===== src/rtl/hazard_unit.sv =====
// Pipeline hazard unit: load-use stall, taken-branch flush and, when built with
// HAZ_MDU_STALL_EN, a multiply/divide occupancy tracker that stalls HI/LO users.
`ifndef RF_REG_W
`define RF_REG_W 5
`endif

module hazard_unit #(
    parameter int MDU_LAT = 32
) (
    input  logic                 clk,
    input  logic                 rst,
    input  logic [`RF_REG_W-1:0] iIF_ID_ppRs,
    input  logic [`RF_REG_W-1:0] iIF_ID_ppRt,
    input  logic [`RF_REG_W-1:0] iID_EX_ppRt,
    input  logic                 iID_EX_ppMemRd,
    input  logic                 iBranchTaken,
    input  logic                 iMduStart,
    input  logic                 iUsesHiLo,
    output logic                 oPCWrEn,
    output logic                 oIF_ID_WrEn,
    output logic                 oIF_ID_Flush,
    output logic                 oID_EX_Bubble,
    output logic                 oMduBusy
);

    logic w_load_use;
    logic w_stall;

    // r0 is hard-wired zero, so a load targeting it never creates a dependency
    assign w_load_use = iID_EX_ppMemRd && (iID_EX_ppRt != '0) &&
                        ((iID_EX_ppRt == iIF_ID_ppRs) || (iID_EX_ppRt == iIF_ID_ppRt));

`ifdef HAZ_MDU_STALL_EN
    typedef enum logic {
        S_IDLE,
        S_MDU_BUSY
    } state_t;

    localparam logic [5:0] LAT_M1 = 6'(MDU_LAT - 1);

    state_t     r_state;
    state_t     w_state_next;
    logic [5:0] r_mdu_cnt;
    logic [5:0] w_mdu_cnt_next;
    logic       w_hilo_haz;
    logic       w_accept;

    assign w_hilo_haz = (r_state == S_MDU_BUSY) && (iUsesHiLo || iMduStart);
    assign w_stall    = w_load_use || w_hilo_haz;
    assign w_accept   = (r_state == S_IDLE) && iMduStart && !w_stall && !iBranchTaken;
    assign oMduBusy   = (r_state == S_MDU_BUSY);

    always_ff @(posedge clk or posedge rst) begin
        if (rst) begin
            r_state   <= S_IDLE;
            r_mdu_cnt <= '0;
        end else begin
            r_state   <= w_state_next;
            r_mdu_cnt <= w_mdu_cnt_next;
        end
    end

    // The count runs down unconditionally once busy; stalls and flushes do not pause the unit
    always_comb begin
        w_state_next   = r_state;
        w_mdu_cnt_next = r_mdu_cnt;
        case (r_state)
            S_IDLE: begin
                if (w_accept) begin
                    w_state_next   = S_MDU_BUSY;
                    w_mdu_cnt_next = LAT_M1;
                end
            end
            S_MDU_BUSY: begin
                if (r_mdu_cnt == '0) begin
                    w_state_next = S_IDLE;
                end else begin
                    w_mdu_cnt_next = r_mdu_cnt - 6'd1;
                end
            end
            default: begin
                w_state_next   = S_IDLE;
                w_mdu_cnt_next = '0;
            end
        endcase
    end
`else
    logic w_unused;

    assign w_unused = ^{clk, rst, iMduStart, iUsesHiLo};
    assign w_stall  = w_load_use;
    assign oMduBusy = 1'b0;
`endif

    // A taken branch squashes both younger instructions, which also kills any stall
    always_comb begin
        oPCWrEn       = 1'b1;
        oIF_ID_WrEn   = 1'b1;
        oIF_ID_Flush  = 1'b0;
        oID_EX_Bubble = 1'b0;
        if (iBranchTaken) begin
            oIF_ID_Flush  = 1'b1;
            oID_EX_Bubble = 1'b1;
        end else if (w_stall) begin
            oPCWrEn       = 1'b0;
            oIF_ID_WrEn   = 1'b0;
            oID_EX_Bubble = 1'b1;
        end
    end

endmodule

===== config.mk =====
export PLATFORM = sky130hd
export DESIGN_NAME = hazard_unit
export DESIGN_NICKNAME = d
export VERILOG_FILES = /design/src/rtl/hazard_unit.sv
export SDC_FILE = /design/constraint.sdc
export NUM_CORES = 1
export LEC_CHECK = 0
export CORE_AREA = 2 2 39 41
export DETAILED_ROUTE_END_ITERATION = 16
export DIE_AREA = 0 0 41 43
export PLACE_DENSITY_LB_ADDON = 0.12
export SLEW_MARGIN = 20
export SYNTH_ARGS = -nofsm -noshare
export SYNTH_HDL_FRONTEND = slang
export SYNTH_SLANG_ARGS = --single-unit

===== constraint.sdc =====
create_clock -name vclk -period 2.1
set_clock_uncertainty 0.05 [all_clocks]
set_input_delay 0.42 -clock vclk [all_inputs]
set_output_delay 0.42 -clock vclk [all_outputs]
set_load 0.03 [all_outputs]

Word level (Yosys, flattened, before mapping)
Index checks and enable logic that the tools add are counted.
- eq/ne operators: 2
- mux-type cells: 5
- reduce and logical (&&, ||, !) cells: 4
- operator list (operator ; count):
    5-bit equality test ; 2
    1-bit two-way mux ; 5
    5-bit nonzero test ; 1
    1-bit logical AND ; 2
    1-bit logical OR ; 1
- register bits: 0
- input port bits: 21
- output and inout bits: 5
- logic and storage cells: 11

Longest topological paths before layout
Gate-level depths: netlist of run 1.
- word-level depth: 5
- depth in mapped cells: 5
- gate-level depth less buffers: 4

Worst setup path before layout of run 1
Ideal clock, no wire load.
- path kind: in2out
- from: input port iID_EX_ppRt[1]
- to: output port oPCWrEn
- data arrival time: 1574 ps
- required time: 1630 ps
- slack: 56 ps
- stages on the path: 4
- path buffers: 1
- cell sequence: or4_4 > o21ai_2 > or3_1 > buf_4
- word-level cells in the longest chain between the ends: 5
- elaborated cells on any way between the ends: 8
- those cells by class: eq/ne (2); mux (2); reduce/logical (4)
- RTL lines (item ; line ; RTL):
    from (decl) ; 14 ; input logic [`RF_REG_W-1:0] iID_EX_ppRt,
    5-bit equality test / 5-bit nonzero test (equally long branches) ; 31, 30 ;
    1-bit logical OR / 1-bit logical AND (equally long branches) ; 31, 30 ;
    1-bit logical AND * ; 30 ; assign w_load_use = iID_EX_ppMemRd && (iID_EX_ppRt != '0) &&
    1-bit two-way mux * (2 in a row) ; - ;
    to (decl) ; 19 ; output logic oPCWrEn,
Mark *: on every way between the ends. The rest lies on a longest branch, timed or not.

Worst setup path after layout of run 1
- from: input port iBranchTaken
- to: output port oIF_ID_Flush
- word-level cells in the longest chain between the ends: 1
- RTL lines (item ; line ; RTL):
    from (decl) ; 16 ; input logic iBranchTaken,
    1-bit two-way mux ; 101 ; if (iBranchTaken) begin
    to (decl) ; 21 ; output logic oIF_ID_Flush,
No other way between the ends.

==> impl_metrics.prom, run 1 <==
# TYPE chip_impl_metric gauge
chip_impl_info{name="critical_path.cell_chain",value="clkdlybuf4s50_1 -> clkdlybuf4s50_1"} 1
chip_impl_metric{name="switching_power",unit="W"} 0.0000322
chip_impl_metric{name="timing.final.max_slew_violations",unit=""} 0
chip_impl_metric{name="cts_hold_repair_buffers",unit=""} 0
chip_impl_metric{name="critPathBufInv",unit=""} 2
chip_impl_info{name="setup.worst_path.end_class",value="primary output"} 1
chip_impl_metric{name="count_of_clock_net_buffers_in_the_final_layout",unit=""} 0
chip_impl_info{name="synthTopCellsByArea",value="xor2_1 (51%), buf_4 (13%), or4_4 (6.5%), nor3_1 (5.8%), o21ai_2 (5.1%)"} 1
chip_impl_metric{name="post-route-period-util",unit=""} 0.981
chip_impl_metric{name="fp.dieH",unit="um"} 43
chip_impl_metric{name="powerDensity",unit="mW/mm2"} 184
chip_impl_metric{name="share_clk_of_total_power",unit=""} 0
chip_impl_metric{name="netlist_area",unit="um2"} 173
chip_impl_metric{name="utilization",unit=""} 0.274
chip_impl_metric{name="dp.final_hpwl",unit="um"} 457
chip_impl_info{name="status",value="finished clean"} 1
chip_impl_metric{name="nFillCells",unit=""} 159
chip_impl_info{name="top_signal_layer_used",value="met3"} 1
chip_impl_metric{name="drt_drc_violations_left",unit=""} 0
chip_impl_metric{name="max_clock_freq",unit="MHz"} 485
chip_impl_metric{name="numSequentialCells",unit=""} 0
chip_impl_metric{name="gpl.final_weighted_congestion",unit=""} 0.627
chip_impl_metric{name="fraction_of_power_consumed_by_combinational_cells",unit=""} 1.000
chip_impl_metric{name="route.detailed.wl_per_inst",unit="um"} 8.13
chip_impl_metric{name="syn_area_per_cell",unit="um2"} 7.51
chip_impl_metric{name="initial_utilization",unit=""} 0.125
chip_impl_metric{name="syn_inst",unit=""} 23
chip_impl_metric{name="finalHoldViolations",unit=""} 0
chip_impl_metric{name="post_cts.repair.setup_buffers",unit=""} 0
chip_impl_info{name="layout_common_cells",value="xor2_1 (10), buf_2 (8), dlygate4sd2_1 (4), clkdlybuf4s15_1 (4)"} 1
chip_impl_metric{name="report.final.setup_viol",unit=""} 0
chip_impl_info{name="cpMostUsedCell",value="clkdlybuf4s50_1"} 1
chip_impl_metric{name="syn_nets",unit=""} 44
chip_impl_metric{name="initial_antenna_violation_count",unit=""} 0
chip_impl_info{name="critPathLaunchType",value="primary input"} 1
chip_impl_metric{name="layout.area.seq",unit="um2"} 0
chip_impl_metric{name="power.switching_fraction",unit=""} 0.462
chip_impl_info{name="most_common_library_cell_in_the_layout_ignoring_fill_and_taps",value="xor2_1"} 1
chip_impl_metric{name="core-area",unit="mm2"} 0.00138
chip_impl_metric{name="power.ir.vdd_worst",unit="mV"} 0.0444
chip_impl_info{name="cp_top_family",value="buffers and inverters"} 1
chip_impl_info{name="criticalPathCategory",value="in -> out"} 1
chip_impl_metric{name="seq_power_share",unit=""} 0
chip_impl_metric{name="floorplan.rows",unit=""} 14
chip_impl_metric{name="numPortBuffers",unit=""} 21
chip_impl_metric{name="area_growth_syn_to_layout",unit="%"} 120
chip_impl_metric{name="globalRouteOverflowTotal",unit=""} 0
chip_impl_metric{name="final_nets",unit=""} 67
chip_impl_metric{name="critPathArrivalTime",unit="ns"} 1.59
chip_impl_metric{name="number_of_global_route_vias_before_repair",unit=""} 213
chip_impl_metric{name="postRouteWirelength",unit="um"} 488
chip_impl_metric{name="track_usage",unit=""} 0.0559
chip_impl_info{name="holdCritPathClass",value="in -> out"} 1
chip_impl_metric{name="dieArea",unit="mm2"} 0.00176
chip_impl_metric{name="dr_total_vias",unit=""} 221
chip_impl_metric{name="maxCapViolCount",unit=""} 0
chip_impl_metric{name="ys_types",unit=""} 10
chip_impl_metric{name="period_needed",unit="ns"} 2.06
chip_impl_metric{name="synth-warning-count",unit=""} 0
chip_impl_info{name="rsz_0062_raised_after_global_routing",value="no"} 1
chip_impl_metric{name="power_report.internal_total",unit="W"} 0.0000374
chip_impl_metric{name="num_antenna_cells",unit=""} 0
chip_impl_metric{name="crit_required",unit="ns"} 1.63
chip_impl_metric{name="wl_met1",unit="um"} 186
chip_impl_metric{name="global_route_wire_length_before_repair",unit="um"} 745
chip_impl_metric{name="pin_count_of_the_biggest_net_entering_global_routing",unit=""} 4
chip_impl_metric{name="total_met3_wirelength_after_detailed_routing",unit="um"} 77
chip_impl_metric{name="leakagePower",unit="nW"} 0.173
chip_impl_metric{name="met2_wl",unit="um"} 224
chip_impl_metric{name="avgViaCountPerCell",unit=""} 3.68
chip_impl_metric{name="total_power",unit="W"} 0.0000696
chip_impl_metric{name="cp_slowest_stage_delay",unit="ns"} 0.68
chip_impl_metric{name="drt_pass1_iterations",unit=""} 1
chip_impl_metric{name="critical_path.max_fanout",unit=""} 3
chip_impl_metric{name="starting_drc_count_in_detailed_routing",unit=""} 0
chip_impl_metric{name="final_antenna_net_count",unit=""} 0
chip_impl_metric{name="synth_largest_type_area_fraction",unit=""} 0.507
chip_impl_metric{name="boundaryPins",unit=""} 26
chip_impl_info{name="crit_slowest_cell",value="clkdlybuf4s50_1"} 1
chip_impl_metric{name="drive_above_1_share",unit=""} 0.409
chip_impl_info{name="synth_top_area_cell",value="xor2_1"} 1
chip_impl_metric{name="synth-seq-area-share",unit=""} 0
chip_impl_metric{name="die_w",unit="um"} 41
[tightest hold or removal path, cell delays in order]
cell      delay [ns]
buf_2           0.10
or4_4           0.12
o21ai_2         0.05
o21bai_1        0.12
buf_2           0.19
[layer usage]
metal  track usage  vias up
met5             0        -
met3        0.0105        0
met4             0        0
met1        0.0791       92
met2        0.0906       14
li1              -      115
[cell type report]
class / count / area (um2) / share of cell area
repair buffers: 24 / 194 / 0.512
multi-input cells: 20 / 165 / 0.436
well taps: 16 / 20.0 / 0.0528
[power groups by stage]
stage	combinational, W	clock (W)	sequential, W
floorplan	0.0000312	0	0
detailed placement	0.0000781	0	0
global route	0.0000764	0	0
CTS	0.0000709	0	0
finish	0.0000696	0	0
global placement	0.0000778	0	0
[logic make-up after synthesis]
family / share of synthesized area
xor+xnor: 0.507
simple gates: 0.203
compound gates: 0.138
buf+inv: 0.130
other cells: 0.0217
[worst paths after layout]
path / startpoint / endpoint / depth (start not counted)
hold / removal: iID_EX_ppRt[1] / oID_EX_Bubble / 5
setup / recovery: iBranchTaken / oIF_ID_Flush / 2
[stage by stage]
| stage | setup WS (ns) | instances | setup TNS, ns | hold WS (ns) | instance area [um2] |
|---|---|---|---|---|---|
| after CTS | 0.00882 | 60 | 0 | 1.39 | 378 |
| after global placement | -0.589 | 60 | -1.15 | 1.56 | 398 |
| final | 0.0397 | 60 | 0 | 1.37 | 379 |
| after detailed placement | -0.608 | 60 | -1.21 | 1.55 | 398 |
| after floorplan | 0.0559 | 23 | 0 | 0.922 | 173 |
| after global routing | 0.00591 | 60 | 0 | 1.42 | 379 |
[repair_timing]
action,in CTS,in global routing
gates cloned,0,0
endpoints found under the hold margin,0,0
setup endpoints to repair,3,2
gates resized for setup,50,1
pin swaps,9,4
[cells in the mapped netlist (all sizes together)]
| cell | n |
|---|---|
| a22oi | 1 |
| buf | 3 |
| conb | 1 |
| nor2 | 2 |
| nor3 | 2 |
| o21ai | 1 |
| o21bai | 1 |
| or3 | 1 |
| or4 | 1 |
| xor2 | 10 |
(Power assumes the default switching activity.)
==> run 2: changes to the inputs <==
CORE_AREA = 3 3 40 42   (was 2 2 39 41)
DIE_AREA = 0 0 43 45   (was 0 0 41 43)
==> run 2 against run 1 <==
- sequential share of layout area unchanged
- design area decreased by 0.99%
- die area increased by 9.8%
- hold slack improved by 0.0070 ns
- core utilization increased by 1.8 points
- first-iteration DRC count increased by 1
- final cell count decreased by 1.7%
- combinational power decreased by 2%
- via count decreased by 0.90%
- critical path depth increased by 4
- largest cell class unchanged
- largest power group unchanged
==> impl_metrics.prom, run 2 (synthesis results as in run 1) <==
# TYPE chip_impl_metric gauge
chip_impl_metric{name="powerDensity",unit="mW/mm2"} 181
chip_impl_metric{name="die_w",unit="um"} 43
chip_impl_metric{name="final_antenna_net_count",unit=""} 0
chip_impl_info{name="holdCritPathClass",value="in -> out"} 1
chip_impl_metric{name="numPortBuffers",unit=""} 21
chip_impl_metric{name="critical_path.max_fanout",unit=""} 2
chip_impl_metric{name="crit_required",unit="ns"} 1.63
chip_impl_metric{name="leakagePower",unit="nW"} 0.182
chip_impl_metric{name="fp.dieH",unit="um"} 45
chip_impl_info{name="most_common_library_cell_in_the_layout_ignoring_fill_and_taps",value="xor2_1"} 1
chip_impl_metric{name="final_nets",unit=""} 67
chip_impl_info{name="status",value="finished clean"} 1
chip_impl_metric{name="boundaryPins",unit=""} 26
chip_impl_info{name="setup.worst_path.end_class",value="primary output"} 1
chip_impl_info{name="critPathLaunchType",value="primary input"} 1
chip_impl_metric{name="critPathArrivalTime",unit="ns"} 1.53
chip_impl_metric{name="area_growth_syn_to_layout",unit="%"} 117
chip_impl_metric{name="timing.final.max_slew_violations",unit=""} 0
chip_impl_metric{name="postRouteWirelength",unit="um"} 528
chip_impl_metric{name="dp.final_hpwl",unit="um"} 477
chip_impl_metric{name="route.detailed.wl_per_inst",unit="um"} 8.95
chip_impl_metric{name="numSequentialCells",unit=""} 0
chip_impl_info{name="rsz_0062_raised_after_global_routing",value="no"} 1
chip_impl_info{name="worstHoldEndpoint",value="oID_EX_Bubble"} 1
chip_impl_metric{name="dieArea",unit="mm2"} 0.00194
chip_impl_metric{name="maxCapViolCount",unit=""} 0
chip_impl_metric{name="place_ws",unit="ns"} -0.618
chip_impl_metric{name="timing.hold.ws",unit="ns"} 1.38
chip_impl_metric{name="utilization",unit=""} 0.292
chip_impl_metric{name="drt_pass1_iterations",unit=""} 2
chip_impl_metric{name="starting_drc_count_in_detailed_routing",unit=""} 1
chip_impl_metric{name="core-area",unit="mm2"} 0.00128
chip_impl_metric{name="setup_ws",unit="ns"} 0.0978
chip_impl_metric{name="drive_above_1_share",unit=""} 0.386
chip_impl_metric{name="initial_utilization",unit=""} 0.134
chip_impl_metric{name="layout.area.seq",unit="um2"} 0
chip_impl_metric{name="drt_drc_violations_left",unit=""} 0
chip_impl_metric{name="cp_slowest_stage_delay",unit="ns"} 0.35
chip_impl_metric{name="hold_path_depth",unit=""} 5
chip_impl_metric{name="post-route-period-util",unit=""} 0.953
chip_impl_metric{name="gpl.final_weighted_congestion",unit=""} 0.693
chip_impl_metric{name="period_needed",unit="ns"} 2.00
chip_impl_info{name="worstHoldStart",value="iID_EX_ppRt[1]"} 1
chip_impl_metric{name="number_of_global_route_vias_before_repair",unit=""} 230
chip_impl_metric{name="max_clock_freq",unit="MHz"} 499
chip_impl_metric{name="initial_antenna_violation_count",unit=""} 0
chip_impl_info{name="criticalPathCategory",value="in -> out"} 1
chip_impl_metric{name="final.setup.tns",unit="ns"} 0
chip_impl_metric{name="cts_hold_repair_buffers",unit=""} 0
chip_impl_info{name="cp-startpoint",value="iIF_ID_ppRs[0]"} 1
chip_impl_info{name="crit_slowest_cell",value="or3_4"} 1
chip_impl_metric{name="report.final.setup_viol",unit=""} 0
chip_impl_metric{name="floorplan.rows",unit=""} 13
chip_impl_metric{name="num_antenna_cells",unit=""} 0
chip_impl_metric{name="count_of_clock_net_buffers_in_the_final_layout",unit=""} 0
chip_impl_info{name="cp_top_family",value="simple AND/OR/NAND/NOR gates"} 1
chip_impl_metric{name="critPathBufInv",unit=""} 2
chip_impl_metric{name="power.ir.vdd_worst",unit="mV"} 0.0502
chip_impl_metric{name="avgViaCountPerCell",unit=""} 3.71
chip_impl_metric{name="pin_count_of_the_biggest_net_entering_global_routing",unit=""} 4
chip_impl_info{name="critical_path.cell_chain",value="clkdlybuf4s15_1 -> xor2_1 -> nor3_1 -> a22oi_1 -> or3_4 -> buf_6"} 1
chip_impl_metric{name="finalHoldViolations",unit=""} 0
chip_impl_info{name="layout_common_cells",value="xor2_1 (10), buf_2 (8), dlygate4sd2_1 (4), clkdlybuf4s15_1 (4), buf_6 (3)"} 1
chip_impl_metric{name="global_route_wire_length_before_repair",unit="um"} 959
chip_impl_metric{name="globalRouteOverflowTotal",unit=""} 0
chip_impl_metric{name="dr_total_vias",unit=""} 219
chip_impl_metric{name="track_usage",unit=""} 0.0589
-- run 2: worst min-delay path, stage by stage --
cell and delay [ns]:
buf_2 0.10, or4_4 0.12, o21ai_2 0.05, o21bai_1 0.12, buf_2 0.19
-- run 2: layer usage --
metal,up-vias,track usage,share of wire
met5,-,0,0
met4,0,0,0
met3,0,0.00797,0.13
met2,14,0.105,0.41
met1,88,0.0810,0.46
li1,117,-,-
-- run 2: through the flow --
stage / cell area [um2] / cells / power [W]
after floorplan: 173 / 23 / 0.0000312
after global placement: 397 / 59 / 0.0000780
after detailed placement: 397 / 59 / 0.0000779
after CTS: 367 / 59 / 0.0000677
after global routing: 375 / 59 / 0.0000750
final: 375 / 59 / 0.0000680
-- run 2: report_power, final --
group / internal, W / switching (W) / total, W
combinational: 0.0000368 / 0.0000312 / 0.0000680
clock: 0 / 0 / 0
sequential: 0 / 0 / 0
total: 0.0000368 / 0.0000312 / 0.0000680
-- run 2: worst max path at each step --
stage                         end  slack, ns  depth (start not counted)
global placement    oID_EX_Bubble      -0.61                          5
floorplan                 oPCWrEn       0.06                          4
CTS                   oIF_ID_WrEn      0.005                          6
detailed placement  oID_EX_Bubble      -0.62                          5
finish                oIF_ID_WrEn        0.1                          6
global route          oIF_ID_WrEn      0.003                          6
-- run 2: what timing repair did --
item,4_1_cts,5_1_grt
resized for setup,46,3
endpoints found under the hold margin,0,0
setup buffers,0,0
pin swaps,10,3
setup endpoints to repair,3,3
-- run 2: layout make-up --
cell class | count | area (um2)
well taps | 15 | 18.8
multi-input cells | 20 | 160
fillers | 147 | 910
repair buffers | 24 | 196
==> run 3: changes to the inputs <==
MAX_ROUTING_LAYER = met4   (was not set)
==> run 3 against run 2 <==
- clock-buffer cell count is the same
- hold slack is the same
- critical path depth is the same
- global-route usage grew 0.18 points
- sequential share of layout area is the same
- core utilization is the same
- first-iteration DRC count is the same
- worst setup slack is the same
- sequential cell count is the same
- critical endpoint unchanged
==> impl_metrics.prom, run 3 (synthesis results as in run 1) <==
# TYPE chip_impl_metric gauge
chip_impl_metric{name="dieArea",unit="mm2"} 0.00194
chip_impl_info{name="setup.worst_path.end_class",value="primary output"} 1
chip_impl_metric{name="switching_power",unit="W"} 0.0000312
chip_impl_metric{name="critPathArrivalTime",unit="ns"} 1.53
chip_impl_metric{name="fin_cells",unit=""} 59
chip_impl_metric{name="numPortBuffers",unit=""} 21
chip_impl_metric{name="count_of_clock_net_buffers_in_the_final_layout",unit=""} 0
chip_impl_metric{name="period_needed",unit="ns"} 2.00
chip_impl_metric{name="maxCapViolCount",unit=""} 0
chip_impl_metric{name="timing.final.max_slew_violations",unit=""} 0
chip_impl_metric{name="power.switching_fraction",unit=""} 0.459
chip_impl_metric{name="number_of_global_route_vias_before_repair",unit=""} 230
chip_impl_metric{name="num_antenna_cells",unit=""} 0
chip_impl_metric{name="fraction_of_power_consumed_by_combinational_cells",unit=""} 1.000
chip_impl_metric{name="cp_slowest_stage_delay",unit="ns"} 0.35
chip_impl_metric{name="post-place-cells",unit=""} 59
chip_impl_metric{name="finalHoldViolations",unit=""} 0
chip_impl_metric{name="die_w",unit="um"} 43
chip_impl_metric{name="share_clk_of_total_power",unit=""} 0
chip_impl_metric{name="drive_above_1_share",unit=""} 0.386
chip_impl_metric{name="global_route_wire_length_before_repair",unit="um"} 959
chip_impl_info{name="holdCritPathClass",value="in -> out"} 1
chip_impl_metric{name="critical_path.max_fanout",unit=""} 2
chip_impl_metric{name="route.detailed.wl_per_inst",unit="um"} 8.95
chip_impl_metric{name="layout.area.seq",unit="um2"} 0
chip_impl_metric{name="avgViaCountPerCell",unit=""} 3.71
chip_impl_metric{name="place_area",unit="um2"} 397
chip_impl_metric{name="power_report.internal_total",unit="W"} 0.0000368
chip_impl_metric{name="floorplan.rows",unit=""} 13
chip_impl_info{name="crit_slowest_cell",value="or3_4"} 1
chip_impl_metric{name="post_cts.repair.setup_buffers",unit=""} 0
chip_impl_metric{name="setup_ws",unit="ns"} 0.0978
chip_impl_metric{name="post-route-period-util",unit=""} 0.953
chip_impl_info{name="criticalPathCategory",value="in -> out"} 1
chip_impl_metric{name="boundaryPins",unit=""} 26
chip_impl_metric{name="powerDensity",unit="mW/mm2"} 181
chip_impl_info{name="most_common_library_cell_in_the_layout_ignoring_fill_and_taps",value="xor2_1"} 1
chip_impl_metric{name="postLayoutCellArea",unit="um2"} 375
chip_impl_metric{name="drt_pass1_iterations",unit=""} 2
chip_impl_metric{name="pin_count_of_the_biggest_net_entering_global_routing",unit=""} 4
chip_impl_metric{name="crit_required",unit="ns"} 1.63
chip_impl_metric{name="initial_antenna_violation_count",unit=""} 0
chip_impl_metric{name="core-area",unit="mm2"} 0.00128
chip_impl_metric{name="track_usage",unit=""} 0.0606
chip_impl_metric{name="globalRouteOverflowTotal",unit=""} 0
chip_impl_info{name="cp_top_family",value="simple AND/OR/NAND/NOR gates"} 1
chip_impl_info{name="critPathLaunchType",value="primary input"} 1
chip_impl_info{name="cp-startpoint",value="iIF_ID_ppRs[0]"} 1
chip_impl_metric{name="dp.final_hpwl",unit="um"} 477
chip_impl_metric{name="final_nets",unit=""} 67
chip_impl_metric{name="numSequentialCells",unit=""} 0
chip_impl_info{name="rsz_0062_raised_after_global_routing",value="no"} 1
chip_impl_metric{name="timing.hold.ws",unit="ns"} 1.38
chip_impl_metric{name="postRouteWirelength",unit="um"} 528
chip_impl_metric{name="critPathBufInv",unit=""} 2
chip_impl_metric{name="fp.dieH",unit="um"} 45
chip_impl_metric{name="dr_total_vias",unit=""} 219
chip_impl_metric{name="starting_drc_count_in_detailed_routing",unit=""} 1
chip_impl_metric{name="power.ir.vdd_worst",unit="mV"} 0.0502
chip_impl_metric{name="gpl.final_weighted_congestion",unit=""} 0.700
chip_impl_metric{name="final_antenna_net_count",unit=""} 0
chip_impl_metric{name="max_clock_freq",unit="MHz"} 499
chip_impl_metric{name="seq_power_share",unit=""} 0
chip_impl_metric{name="initial_utilization",unit=""} 0.134
chip_impl_metric{name="place_ws",unit="ns"} -0.618
chip_impl_info{name="critical_path.cell_chain",value="clkdlybuf4s15_1 -> xor2_1 -> nor3_1 -> a22oi_1 -> or3_4 -> buf_6"} 1
chip_impl_metric{name="report.final.setup_viol",unit=""} 0
chip_impl_info{name="layout_common_cells",value="xor2_1 (10), buf_2 (8), dlygate4sd2_1 (4), clkdlybuf4s15_1 (4), buf_6 (3)"} 1
chip_impl_info{name="worstHoldStart",value="iID_EX_ppRt[1]"} 1
chip_impl_metric{name="drt_drc_violations_left",unit=""} 0
chip_impl_info{name="status",value="finished clean"} 1
chip_impl_metric{name="area_growth_syn_to_layout",unit="%"} 117
chip_impl_metric{name="leakagePower",unit="nW"} 0.182
## run 3: path summary, 6_finish.rpt
kind	slack, ns	depth (start not counted)	to
hold / removal	1.38	5	oID_EX_Bubble
setup / recovery	0.1	6	oIF_ID_WrEn
## run 3: layer usage
layer,vias up,wire length (um),track usage,share of wire
met1,88,247,0.0833,0.47
li1,117,-,-,-
met3,0,63,0.00398,0.12
met5,-,0,-,0
met4,0,0,0,0
met2,14,218,0.105,0.41
## run 3: final cells by class
type | instances | area [um2]
fill | 147 | 910
timing repair buffer | 24 | 196
multi-input combinational | 20 | 160
tap | 15 | 18.8
## run 3: per-stage QoR
step	utilization	power, W	TNS, ns
floorplan	-	0.0000312	0
global placement	0.309	0.0000780	-1.21
detailed placement	0.309	0.0000779	-1.23
CTS	0.285	0.0000677	0
global route	0.292	0.0000750	0
finish	0.292	0.0000680	0
## run 3: power groups by stage
stage | Clock, W | Sequential [W] | Combinational (W)
final | 0 | 0 | 0.0000680
after global routing | 0 | 0 | 0.0000750
after CTS | 0 | 0 | 0.0000677
after detailed placement | 0 | 0 | 0.0000779
after global placement | 0 | 0 | 0.0000780
after floorplan | 0 | 0 | 0.0000312
## run 3: worst min-delay path, stage by stage
cell and delay [ns]:
buf_2 0.10, or4_4 0.12, o21ai_2 0.05, o21bai_1 0.12
buf_2 0.19
## run 3: timing repair
action,CTS,global route
cloned,0,0
endpoints found under the setup margin,3,3
hold buffers,0,0
pin swaps,10,3
resized for setup,46,3
